<file path="config.mk">
export PLATFORM = sky130hd
export DESIGN_NAME = mmio_uart_fifo_ctrl_flat
export DESIGN_NICKNAME = d
export VERILOG_FILES = /design/src/rtl/mmio_uart_fifo_ctrl_if.sv /design/src/rtl/mmio_uart_fifo_ctrl.sv /design/src/flat_wrapper.sv
export SDC_FILE = /design/constraint.sdc
export NUM_CORES = 1
export LEC_CHECK = 0
export BUFFER_PORTS_ARGS = -buffer_cell sky130_fd_sc_hd__buf_2
export CAP_MARGIN = 20
export CELL_PAD_IN_SITES_DETAIL_PLACEMENT = 2
export CELL_PAD_IN_SITES_GLOBAL_PLACEMENT = 2
export CORE_MARGIN = 4
export CORE_UTILIZATION = 40
export DETAILED_ROUTE_END_ITERATION = 6
export PLACE_DENSITY = 0.86
export SLEW_MARGIN = 30
export SYNTH_ARGS = -nofsm -noshare
export SYNTH_HDL_FRONTEND = slang
export SYNTH_SLANG_ARGS = --single-unit
</file>
<file path="constraint.sdc">
create_clock -name clk -period 11 [get_ports clk]
set_input_delay 3.3 -clock clk [delete_from_list [all_inputs] [get_ports clk]]
set_output_delay 3.3 -clock clk [all_outputs]
set_load 0.05 [all_outputs]
</file>
<file path="src/rtl/mmio_uart_fifo_ctrl_if.sv">
`default_nettype none
// ============================================================================
//  Module : mmio_uart_fifo_ctrl_if
//  Brief  : CPU load/store, retire and UART byte-stream signals of the MMIO
//           controller. irq exists only when MMIO_IRQ_EN is defined.
//  Rev    : 1.0
// ============================================================================
interface mmio_uart_fifo_ctrl_if;
    logic [31:0] addr;
    logic [31:0] wdata;
    logic        we;
    logic        re;
    logic [31:0] rdata;
    logic        inst_retire;
    logic [7:0]  rx_data;
    logic        rx_valid;
    logic        rx_ready;
    logic [7:0]  tx_data;
    logic        tx_valid;
    logic        tx_ready;
`ifdef MMIO_IRQ_EN
    logic        irq;
`endif

    modport master (
        output addr, wdata, we, re, inst_retire, rx_data, rx_valid, tx_ready,
`ifdef MMIO_IRQ_EN
        input  irq,
`endif
        input  rdata, rx_ready, tx_data, tx_valid
    );

    modport slave (
        input  addr, wdata, we, re, inst_retire, rx_data, rx_valid, tx_ready,
`ifdef MMIO_IRQ_EN
        output irq,
`endif
        output rdata, rx_ready, tx_data, tx_valid
    );
endinterface
`default_nettype wire

</file>
<file path="src/rtl/mmio_uart_fifo_ctrl.sv">
`default_nettype none
// ============================================================================
//  Module : mmio_uart_fifo_ctrl
//  Brief  : MMIO block for the 3-stage core: UART RX/TX FIFOs, cycle and
//           retired-instruction counters; optional irq via MMIO_IRQ_EN.
//  Rev    : 1.0
// ============================================================================
module mmio_uart_fifo_ctrl #(
    parameter int          RX_DEPTH  = 8,
    parameter int          TX_DEPTH  = 8,
    parameter int          CNT_W     = 32,
    parameter logic [31:0] BASE_ADDR = 32'h8000_0000
) (
    input  logic                 clk,
    input  logic                 rst,
    mmio_uart_fifo_ctrl_if.slave bus
);
    localparam int               c_RX_AW   = $clog2(RX_DEPTH);
    localparam int               c_TX_AW   = $clog2(TX_DEPTH);
    localparam logic [c_RX_AW:0] c_RX_FULL = (c_RX_AW+1)'(RX_DEPTH);
    localparam logic [c_TX_AW:0] c_TX_FULL = (c_TX_AW+1)'(TX_DEPTH);

    localparam logic [27:0] c_OFF_STATUS = 28'h00;
    localparam logic [27:0] c_OFF_RXDATA = 28'h04;
    localparam logic [27:0] c_OFF_TXDATA = 28'h08;
    localparam logic [27:0] c_OFF_CYCLE  = 28'h10;
    localparam logic [27:0] c_OFF_INSTR  = 28'h14;
    localparam logic [27:0] c_OFF_CTRL   = 28'h18;
    localparam logic [27:0] c_OFF_LEVELS = 28'h1C;
    localparam logic [27:0] c_OFF_IRQEN  = 28'h20;

    logic        w_hit, w_rd, w_wr, w_ctrl, w_flush, w_clr_sticky;
    logic [27:0] w_off;
    logic [31:0] w_rdata_nxt;
    logic [31:0] r_rdata;

    logic [7:0]         r_rx_mem [RX_DEPTH];
    logic [c_RX_AW-1:0] r_rx_wp, r_rx_rp;
    logic [c_RX_AW:0]   r_rx_cnt;
    logic               w_rx_full, w_rx_empty, w_rx_push, w_rx_pop;

    logic [7:0]         r_tx_mem [TX_DEPTH];
    logic [c_TX_AW-1:0] r_tx_wp, r_tx_rp;
    logic [c_TX_AW:0]   r_tx_cnt;
    logic               w_tx_full, w_tx_empty, w_tx_push, w_tx_pop, w_tx_store;

    logic               r_rx_ovf, r_tx_ovf;
    logic [CNT_W-1:0]   r_cyc, r_ins;

    // Whole upper nibble selects the region; the rest is the register offset.
    assign w_hit        = bus.addr[31:28] == BASE_ADDR[31:28];
    assign w_off        = bus.addr[27:0];
    assign w_rd         = bus.re && w_hit;
    assign w_wr         = bus.we && w_hit;
    assign w_ctrl       = w_wr && (w_off == c_OFF_CTRL);
    assign w_flush      = w_ctrl && bus.wdata[1];
    assign w_clr_sticky = w_ctrl && bus.wdata[0];

    assign w_rx_full  = r_rx_cnt == c_RX_FULL;
    assign w_rx_empty = r_rx_cnt == '0;
    assign w_rx_push  = bus.rx_valid && !w_rx_full;
    assign w_rx_pop   = w_rd && (w_off == c_OFF_RXDATA) && !w_rx_empty;

    assign w_tx_full  = r_tx_cnt == c_TX_FULL;
    assign w_tx_empty = r_tx_cnt == '0;
    assign w_tx_store = w_wr && (w_off == c_OFF_TXDATA);
    assign w_tx_push  = w_tx_store && !w_tx_full;
    assign w_tx_pop   = !w_tx_empty && bus.tx_ready;

    assign bus.rx_ready = !w_rx_full;
    assign bus.tx_valid = !w_tx_empty;
    assign bus.tx_data  = r_tx_mem[r_tx_rp];
    assign bus.rdata    = r_rdata;

    always_ff @(posedge clk) begin
        if (w_rx_push) r_rx_mem[r_rx_wp] <= bus.rx_data;
        if (w_tx_push) r_tx_mem[r_tx_wp] <= bus.wdata[7:0];
    end

    // Flush overrides any push/pop in the same cycle.
    always_ff @(posedge clk) begin
        if (rst || w_flush) begin
            r_rx_wp  <= '0;
            r_rx_rp  <= '0;
            r_rx_cnt <= '0;
            r_tx_wp  <= '0;
            r_tx_rp  <= '0;
            r_tx_cnt <= '0;
        end else begin
            if (w_rx_push) r_rx_wp <= r_rx_wp + 1'b1;
            if (w_rx_pop)  r_rx_rp <= r_rx_rp + 1'b1;
            if (w_rx_push && !w_rx_pop)      r_rx_cnt <= r_rx_cnt + 1'b1;
            else if (!w_rx_push && w_rx_pop) r_rx_cnt <= r_rx_cnt - 1'b1;
            if (w_tx_push) r_tx_wp <= r_tx_wp + 1'b1;
            if (w_tx_pop)  r_tx_rp <= r_tx_rp + 1'b1;
            if (w_tx_push && !w_tx_pop)      r_tx_cnt <= r_tx_cnt + 1'b1;
            else if (!w_tx_push && w_tx_pop) r_tx_cnt <= r_tx_cnt - 1'b1;
        end
    end

    // RX overflow means the sender kept a byte waiting a full cycle with no room.
    always_ff @(posedge clk) begin
        if (rst || w_clr_sticky) begin
            r_rx_ovf <= 1'b0;
            r_tx_ovf <= 1'b0;
        end else begin
            if (bus.rx_valid && w_rx_full && !w_rx_pop) r_rx_ovf <= 1'b1;
            if (w_tx_store && w_tx_full)                r_tx_ovf <= 1'b1;
        end
    end

    always_ff @(posedge clk) begin
        if (rst || w_ctrl) begin
            r_cyc <= '0;
            r_ins <= '0;
        end else begin
            r_cyc <= r_cyc + 1'b1;
            if (bus.inst_retire) r_ins <= r_ins + 1'b1;
        end
    end

`ifdef MMIO_IRQ_EN
    logic [1:0] r_ien;
    logic       r_irq;

    always_ff @(posedge clk) begin
        if (rst) begin
            r_ien <= 2'b00;
            r_irq <= 1'b0;
        end else begin
            if (w_wr && (w_off == c_OFF_IRQEN)) r_ien <= bus.wdata[1:0];
            r_irq <= (r_ien[0] && !w_rx_empty) || (r_ien[1] && w_tx_empty);
        end
    end

    assign bus.irq = r_irq;
`endif

    always_comb begin
        w_rdata_nxt = '0;
        case (w_off)
            c_OFF_STATUS: w_rdata_nxt = {28'b0, r_tx_ovf, r_rx_ovf, !w_rx_empty, !w_tx_full};
            c_OFF_RXDATA: if (!w_rx_empty) w_rdata_nxt = {24'b0, r_rx_mem[r_rx_rp]};
            c_OFF_CYCLE:  w_rdata_nxt = 32'(r_cyc);
            c_OFF_INSTR:  w_rdata_nxt = 32'(r_ins);
            c_OFF_LEVELS: w_rdata_nxt = {16'b0, 8'(r_tx_cnt), 8'(r_rx_cnt)};
`ifdef MMIO_IRQ_EN
            c_OFF_IRQEN:  w_rdata_nxt = {30'b0, r_ien};
`endif
            default:      w_rdata_nxt = '0;
        endcase
    end

    // One-cycle load latency, same as dmem; misses leave rdata untouched.
    always_ff @(posedge clk) begin
        if (rst)       r_rdata <= '0;
        else if (w_rd) r_rdata <= w_rdata_nxt;
    end
endmodule
`default_nettype wire

</file>
<file path="src/flat_wrapper.sv">
// flat-port wrapper written by rule: the top's interface ports become plain ports
module mmio_uart_fifo_ctrl_flat 
#(
    parameter int          RX_DEPTH  = 8,
    parameter int          TX_DEPTH  = 8,
    parameter int          CNT_W     = 32,
    parameter logic [31:0] BASE_ADDR = 32'h8000_0000
)
  (clk, rst, bus_addr, bus_wdata, bus_we, bus_re, bus_inst_retire, bus_rx_data, bus_rx_valid, bus_tx_ready, bus_rdata, bus_rx_ready, bus_tx_data, bus_tx_valid);
  mmio_uart_fifo_ctrl_if bus_i ();
  input  logic clk;
  input  logic rst;
  input wire logic [$bits(bus_i.addr)-1:0] bus_addr;
  input wire logic [$bits(bus_i.wdata)-1:0] bus_wdata;
  input wire logic [$bits(bus_i.we)-1:0] bus_we;
  input wire logic [$bits(bus_i.re)-1:0] bus_re;
  input wire logic [$bits(bus_i.inst_retire)-1:0] bus_inst_retire;
  input wire logic [$bits(bus_i.rx_data)-1:0] bus_rx_data;
  input wire logic [$bits(bus_i.rx_valid)-1:0] bus_rx_valid;
  input wire logic [$bits(bus_i.tx_ready)-1:0] bus_tx_ready;
  output wire logic [$bits(bus_i.rdata)-1:0] bus_rdata;
  output wire logic [$bits(bus_i.rx_ready)-1:0] bus_rx_ready;
  output wire logic [$bits(bus_i.tx_data)-1:0] bus_tx_data;
  output wire logic [$bits(bus_i.tx_valid)-1:0] bus_tx_valid;
  assign bus_i.addr = bus_addr;
  assign bus_i.wdata = bus_wdata;
  assign bus_i.we = bus_we;
  assign bus_i.re = bus_re;
  assign bus_i.inst_retire = bus_inst_retire;
  assign bus_i.rx_data = bus_rx_data;
  assign bus_i.rx_valid = bus_rx_valid;
  assign bus_i.tx_ready = bus_tx_ready;
  assign bus_rdata = bus_i.rdata;
  assign bus_rx_ready = bus_i.rx_ready;
  assign bus_tx_data = bus_i.tx_data;
  assign bus_tx_valid = bus_i.tx_valid;
  mmio_uart_fifo_ctrl #(.RX_DEPTH(RX_DEPTH), .TX_DEPTH(TX_DEPTH), .CNT_W(CNT_W), .BASE_ADDR(BASE_ADDR)) u_core (.clk(clk), .rst(rst), .bus(bus_i));
endmodule
</file>
==> flow_metrics.tcl, run 1 <==
set metrics [dict create \
    status "finished, final reports clean" \
    detail_route.wl_per_cell_um 24.5 \
    cp-start-kind "input pin" \
    num_vias 7427 \
    vias_per_cell 5.67 \
    place_area_um2 11500 \
    ir_drop_mv 0.137 \
    layout.nets 1045 \
    synth-compound-area-share_pct 4.55 \
    cp.arrival_ns 6.42 \
    drt-pass1-iter-count 4 \
    gp_congestion 0.759 \
    synthXorXnorAreaFrac_pct 5.65 \
    dp_cells 1256 \
    grt_pass1_vias 8339 \
    ant_nets 0 \
    syn_area_um2 10700 \
    max_slew_margin_pct 34.0 \
    synth-simple-area-share_pct 14.9 \
    die_w_um 172 \
    setup_ws_ns 5.03 \
    layout-drive-gt1-share_pct 23.4 \
    fin_skew_ns 0.00915 \
    ys_seq_elements 252 \
    overflow 0 \
    yosysWarningCount 0 \
    grt_pass1_wl_um 49700 \
    final_hold_viol_count 0 \
    clk_pin_slew_ns 0.06 \
    rows 59 \
    yosys.area.top_type_share_pct 35.9 \
    synth_top_family_by_area "simple AND/OR/NAND/NOR gates" \
    cts_root_buffer "clkbuf_16" \
    crit_fanout 5 \
    fillers 2529 \
    synth_top_flop_cell "edfxtp_1" \
    synthMuxAreaShare_pct 11.9 \
    worst_pin_slew_ns 0.986 \
    core-area_um2 26200 \
    period_needed_ns 5.97 \
    ff_latch_area_um2 6330 \
    grt_usage_pct 21.7 \
    die_area_um2 29400 \
    max_freq_mhz 167 \
    io_pins 121 \
    clock_path_buffers 3 \
    synth_edf_count 128 \
    power.density_nw_per_um2 171 \
    setup_violations 0 \
    synth_adder_area_share_pct 1.78 \
    numCtsBuffers 29 \
    multiInputGateArea_um2 4160 \
    rsz0062_at_grt "false" \
    synth_nets 940 \
    hold_buffers 0 \
    post-route-period-util_pct 54.3 \
    max_cap_viol_count 0 \
    synth.area.top_cells "edfxtp_1 36%, dfxtp_1 23%, mux4_2 6.7%, nor2_1 3.3%, mux2i_1 3.2%" \
    drc_errors 0 \
    htree_levels 1 \
    crit_type "in2reg" \
    slew_violations 0 \
    avgSynthCellArea_um2 12.6 \
    cts.sinks 252 \
    layout_commonest_cell "edfxtp_1" \
    drt_wl_total_um 32200 \
    leakagePower_nw 4.33 \
    final_cell_area_um2 12400 \
    grt_max_degree 65 \
    crit_path_end_kind "flip-flop" \
    dp_hpwl_um 21500 \
    worstPathRequired_ns 11.45 \
    dieHeight_um 172 \
    synth_cells 847 \
    clk_latency_ns 0.54 \
    drtIter0Drc 425 \
    min_path_type "reg2reg" \
    place_ws_ns 4.57 \
    fin_hold_ws_ns 0.449 \
    cts_resized 0 \
    tns_ns 0 \
    port_buffers 96 \
    antenna_found_initial 2 \
    area_delta_synth_final_pct 16.3 \
    tritoncts "built" \
    mostFrequentLayoutCells "128 x edfxtp_1, 123 x dfxtp_1, 96 x buf_2" \
    ys_types 53 \
    post_cts_buffers 0 \
    async_flop_share_pct 0 \
    yosysSeqAreaShare_pct 59.1 \
    antenna_cells 0 \
    synth_top_cell_by_area "edfxtp_1" \
    initial_utilization_pct 40.8 \
    fin_cells 1310 \
]
final cells by class:
cell class                 instances  area share [%]
inverter                          11           0.332
clock buffer                      36            6.29
clock inverter                    18            1.14
multi-input combinational        550            33.4
sequential                       252            50.9
tap                              335            3.37
timing repair buffer             108            4.59
state kept, by name, summed over array words and instances (netlist names), named ones only:
register / flops
u_core.r_rx_mem: 64
u_core.r_tx_mem: 64
u_core.bus.rdata: 32
u_core.r_cyc: 32
u_core.r_ins: 32
u_core.r_rx_cnt: 4
u_core.r_tx_cnt: 4
u_core.r_rx_rp: 3
u_core.r_rx_wp: 3
u_core.r_tx_rp: 3
u_core.r_tx_wp: 3
u_core.r_rx_ovf: 1
u_core.r_tx_ovf: 1
routing by layer:
metal | part of all wire (%) | GRT usage, % | vias to the layer above
li1 | - | - | 3363
met4 | 2.2 | 4.96 | 4
met3 | 3.8 | 3.84 | 62
met5 | 0.084 | 0 | -
met1 | 39 | 25.4 | 3859
met2 | 54 | 41.3 | 139
per-stage QoR:
| step | util, % | power [mW] |
|---|---|---|
| after floorplan | - | 1.15 |
| after global placement | 43.9 | 1.19 |
| after detailed placement | 43.9 | 1.21 |
| after CTS | 47.4 | 2.15 |
| after global routing | 47.5 | 2.21 |
| final | 47.5 | 2.13 |
kinds of logic after synthesis:
| logic type | Yosys count |
|---|---|
| adder cells (fa/ha/maj) | 14 |
| AO/OA/AOI/OAI | 82 |
| flip-flops | 252 |
| XOR/XNOR | 69 |
| buffers and inverters | 45 |
| AND/OR/NAND/NOR | 300 |
| multiplexers | 85 |
cells in the mapped netlist (all sizes together) (3+ instances only):
cell type	instances
edfxtp	128
xor2	38
mux2i	34
nand4	24
clkbuf	15
inv	11
a22oi	8
dfxtp	124
or4	8
mux2	19
o21ai	37
buf	19
xnor2	31
nand2b	6
ha	12
nand2	59
a22o	7
a21oi	21
mux4	32
and4	11
and3	10
nor4	25
nand3	23
a21o	3
nor3	18
nor2	95
or3	6
and2	3
worst paths after layout:
check,from,endpoint,slack [ns],cells after the start
worst max-delay path,bus_addr[13],u_core.r_tx_cnt[3]$_SDFFE_PP0P_,5.03,12
worst min-delay path,u_core.bus.rdata[17]$_SDFFE_PP0N_,u_core.bus.rdata[17]$_SDFFE_PP0N_,0.45,2
worst max register to register,u_core.r_tx_cnt[0]$_SDFFE_PP0P_,u_core.r_tx_cnt[3]$_SDFFE_PP0P_,7.83,11
worst min register to register,u_core.bus.rdata[17]$_SDFFE_PP0N_,u_core.bus.rdata[17]$_SDFFE_PP0N_,0.45,2
where the power goes:
part / total, mW / internal, mW / switching [mW] / leakage [nW]
clock network: 0.939 / 0.549 / 0.390 / 0.462
registers: 1.03 / 1.01 / 0.0222 / 2.16
logic: 0.159 / 0.0628 / 0.0963 / 1.71
total: 2.13 / 1.62 / 0.509 / 4.33
critical path, cell delays in order:
cell and delay [ns]:
buf_2 0.10, nor4_1 0.44, nand3_1 0.30, nor4_2 0.55, ha_1 0.31, inv_1 0.11
ha_1 0.29, a21o_1 0.18, a21oi_1 0.18, xnor2_1 0.12, or3_1 0.34, a21oi_1 0.21
Power figures use the tool's default switching activity.
==> inputs of run 2 (changes only) <==
- clock period: 11 -> 5.6 ns (I/O delays scaled with it)
==> run 2 against run 1 <==
Die area is the same. Count of clock-buffer cells in the layout shrank 2. Largest power group unchanged. Worst setup slack lost 3.8 ns. Clock power grew 110%. Register-to-register slack lost 5.3 ns. Wire length shrank 2.4%. Combinational power grew 97%. Non-clock buffer count grew 1. Critical path depth is the same.
==> flow_metrics.tcl, run 2 (same netlist as run 1, synthesis figures left out) <==
set metrics [dict create \
    rows 59 \
    post-route-period-util_pct 78.6 \
    ir_drop_mv 0.352 \
    crit_path_end_kind "flip-flop" \
    mostFrequentLayoutCells "128 x edfxtp_1, 123 x dfxtp_1, 96 x buf_2" \
    place_area_um2 11500 \
    min_to "u_core.bus.rdata[20]$_SDFFE_PP0N_" \
    die_w_um 172 \
    max_cap_viol_count 0 \
    setup_violations 0 \
    num_vias 7373 \
    hold_buffers 0 \
    slew_violations 0 \
    initial_utilization_pct 40.8 \
    drt-pass1-iter-count 4 \
    crit_fanout 5 \
    gp_congestion 0.758 \
    vias_per_cell 5.63 \
    post_cts_buffers 0 \
    max_freq_mhz 227 \
    area_delta_synth_final_pct 17.1 \
    layout-drive-gt1-share_pct 23.5 \
    worstPathRequired_ns 6.05 \
    clock_path_buffers 3 \
    detail_route.wl_per_cell_um 24.0 \
    grt_pass1_vias 8418 \
    worst_pin_slew_ns 0.922 \
    cp-start-kind "input pin" \
    power.density_nw_per_um2 345 \
    final_hold_viol_count 0 \
    dieHeight_um 172 \
    numCtsBuffers 28 \
    rsz0062_at_grt "false" \
    layout.nets 1045 \
    core-area_um2 26200 \
    clk_latency_ns 0.54 \
    r2r_cells 11 \
    period_needed_ns 4.40 \
    port_buffers 96 \
    reg_top3 "u_core.r_rx_mem (64), u_core.r_tx_mem (64)" \
    drtIter0Drc 324 \
    clk_pin_slew_ns 0.06 \
    rr_endpoint "u_core.r_tx_cnt[3]$_SDFFE_PP0P_" \
    dp_hpwl_um 21100 \
    min_path_type "reg2reg" \
    ant_nets 0 \
    cts.sinks 252 \
    antenna_found_initial 1 \
    leakagePower_nw 4.36 \
    cts_root_buffer "clkbuf_16" \
    layout_commonest_cell "edfxtp_1" \
    tns_ns 0 \
    r2r_start "u_core.r_tx_cnt[0]$_SDFFE_PP0P_" \
    cts_resized 0 \
    fillers 2510 \
    drc_errors 0 \
    tritoncts "built" \
    worstHoldPathCells 2 \
    max_slew_margin_pct 38.3 \
    cp.arrival_ns 4.85 \
    status "finished, final reports clean" \
    io_pins 121 \
    fin_skew_ns 0.0156 \
    final_cell_area_um2 12500 \
    antenna_cells 0 \
    grt_pass1_wl_um 49600 \
    grt_max_degree 39 \
    min-delay-start "u_core.bus.rdata[20]$_SDFFE_PP0N_" \
    rrSetupSlack_ns 2.52 \
    drt_wl_total_um 31400 \
    htree_levels 1 \
    die_area_um2 29400 \
    grt_usage_pct 21.4 \
    overflow 0 \
    crit_type "in2reg" \
]
run 2: cell types whose count changed in the layout (fill, tap and decap cells not counted), sizes merged:
cell / change
clkinvlp: +2
bufinv: +3
clkinv: -4
clkbuf: -2
inv: -1
buf: +1
run 2: worst max path at each step:
stage,cells past startpoint,to,from,slack [ns]
floorplan,11,u_core.r_tx_cnt[3]$_SDFFE_PP0P_,bus_addr[11],1.42
global placement,12,u_core.r_tx_cnt[3]$_SDFFE_PP0P_,bus_addr[11],0.94
detailed placement,12,u_core.r_tx_cnt[3]$_SDFFE_PP0P_,bus_addr[11],0.70
CTS,12,u_core.r_tx_cnt[3]$_SDFFE_PP0P_,bus_addr[11],1.20
global route,12,u_core.r_tx_cnt[3]$_SDFFE_PP0P_,bus_addr[11],0.98
finish,12,u_core.r_tx_cnt[3]$_SDFFE_PP0P_,bus_addr[11],1.20
run 2: per-layer routing:
metal  vias to the layer above  wire length (um)  part of all wire (%)  GRT usage (%)
li1                       3360                 -                     -              -
met1                      3831             13100                    42           26.4
met2                       125             16700                    53           39.7
met3                        55               976                   3.1           2.83
met4                         2               694                   2.2           5.20
met5                         -                 8                 0.025              0
run 2: worst max-delay path: stages:
cell and delay, ns:
buf_2 0.11, nor4_1 0.50, nand3_1 0.32, nor4_2 0.55
ha_1 0.30, inv_1 0.10, ha_1 0.28, a21o_1 0.18
a21oi_1 0.18, xnor2_1 0.10, or3_1 0.34, a21oi_1 0.21
run 2: power by group:
part / switching [mW] / internal [mW] / total, mW
clock: 0.756 / 1.22 / 1.98
combinational: 0.189 / 0.124 / 0.313
sequential: 0.0455 / 1.98 / 2.02
total: 0.991 / 3.33 / 4.32
run 2: layout make-up:
type / instances / area [um2] / share of cell area (%)
Clock buffer: 34 / 785 / 6.26
Clock inverter: 18 / 221 / 1.77
Inverter: 11 / 41.3 / 0.330
Multi-Input combinational cell: 550 / 4160 / 33.2
Sequential cell: 252 / 6330 / 50.5
Tap cell: 335 / 419 / 3.35
Timing Repair Buffer: 109 / 578 / 4.61
run 2: stage by stage:
stage / hold WS [ns] / cells / worst slack [ns] / util (%) / power (mW)
6_report: 0.450 / 1309 / 1.20 / 47.8 / 4.32
5_1_grt: 0.476 / 1309 / 0.981 / 47.8 / 4.47
4_1_cts: 0.453 / 1309 / 1.20 / 47.8 / 4.35
3_5_place_dp: 0.439 / 1257 / 0.698 / 43.9 / 2.37
3_3_place_gp: 0.435 / 1257 / 0.943 / 43.9 / 2.34
2_1_floorplan: 0.427 / 847 / 1.42 / - / 2.25
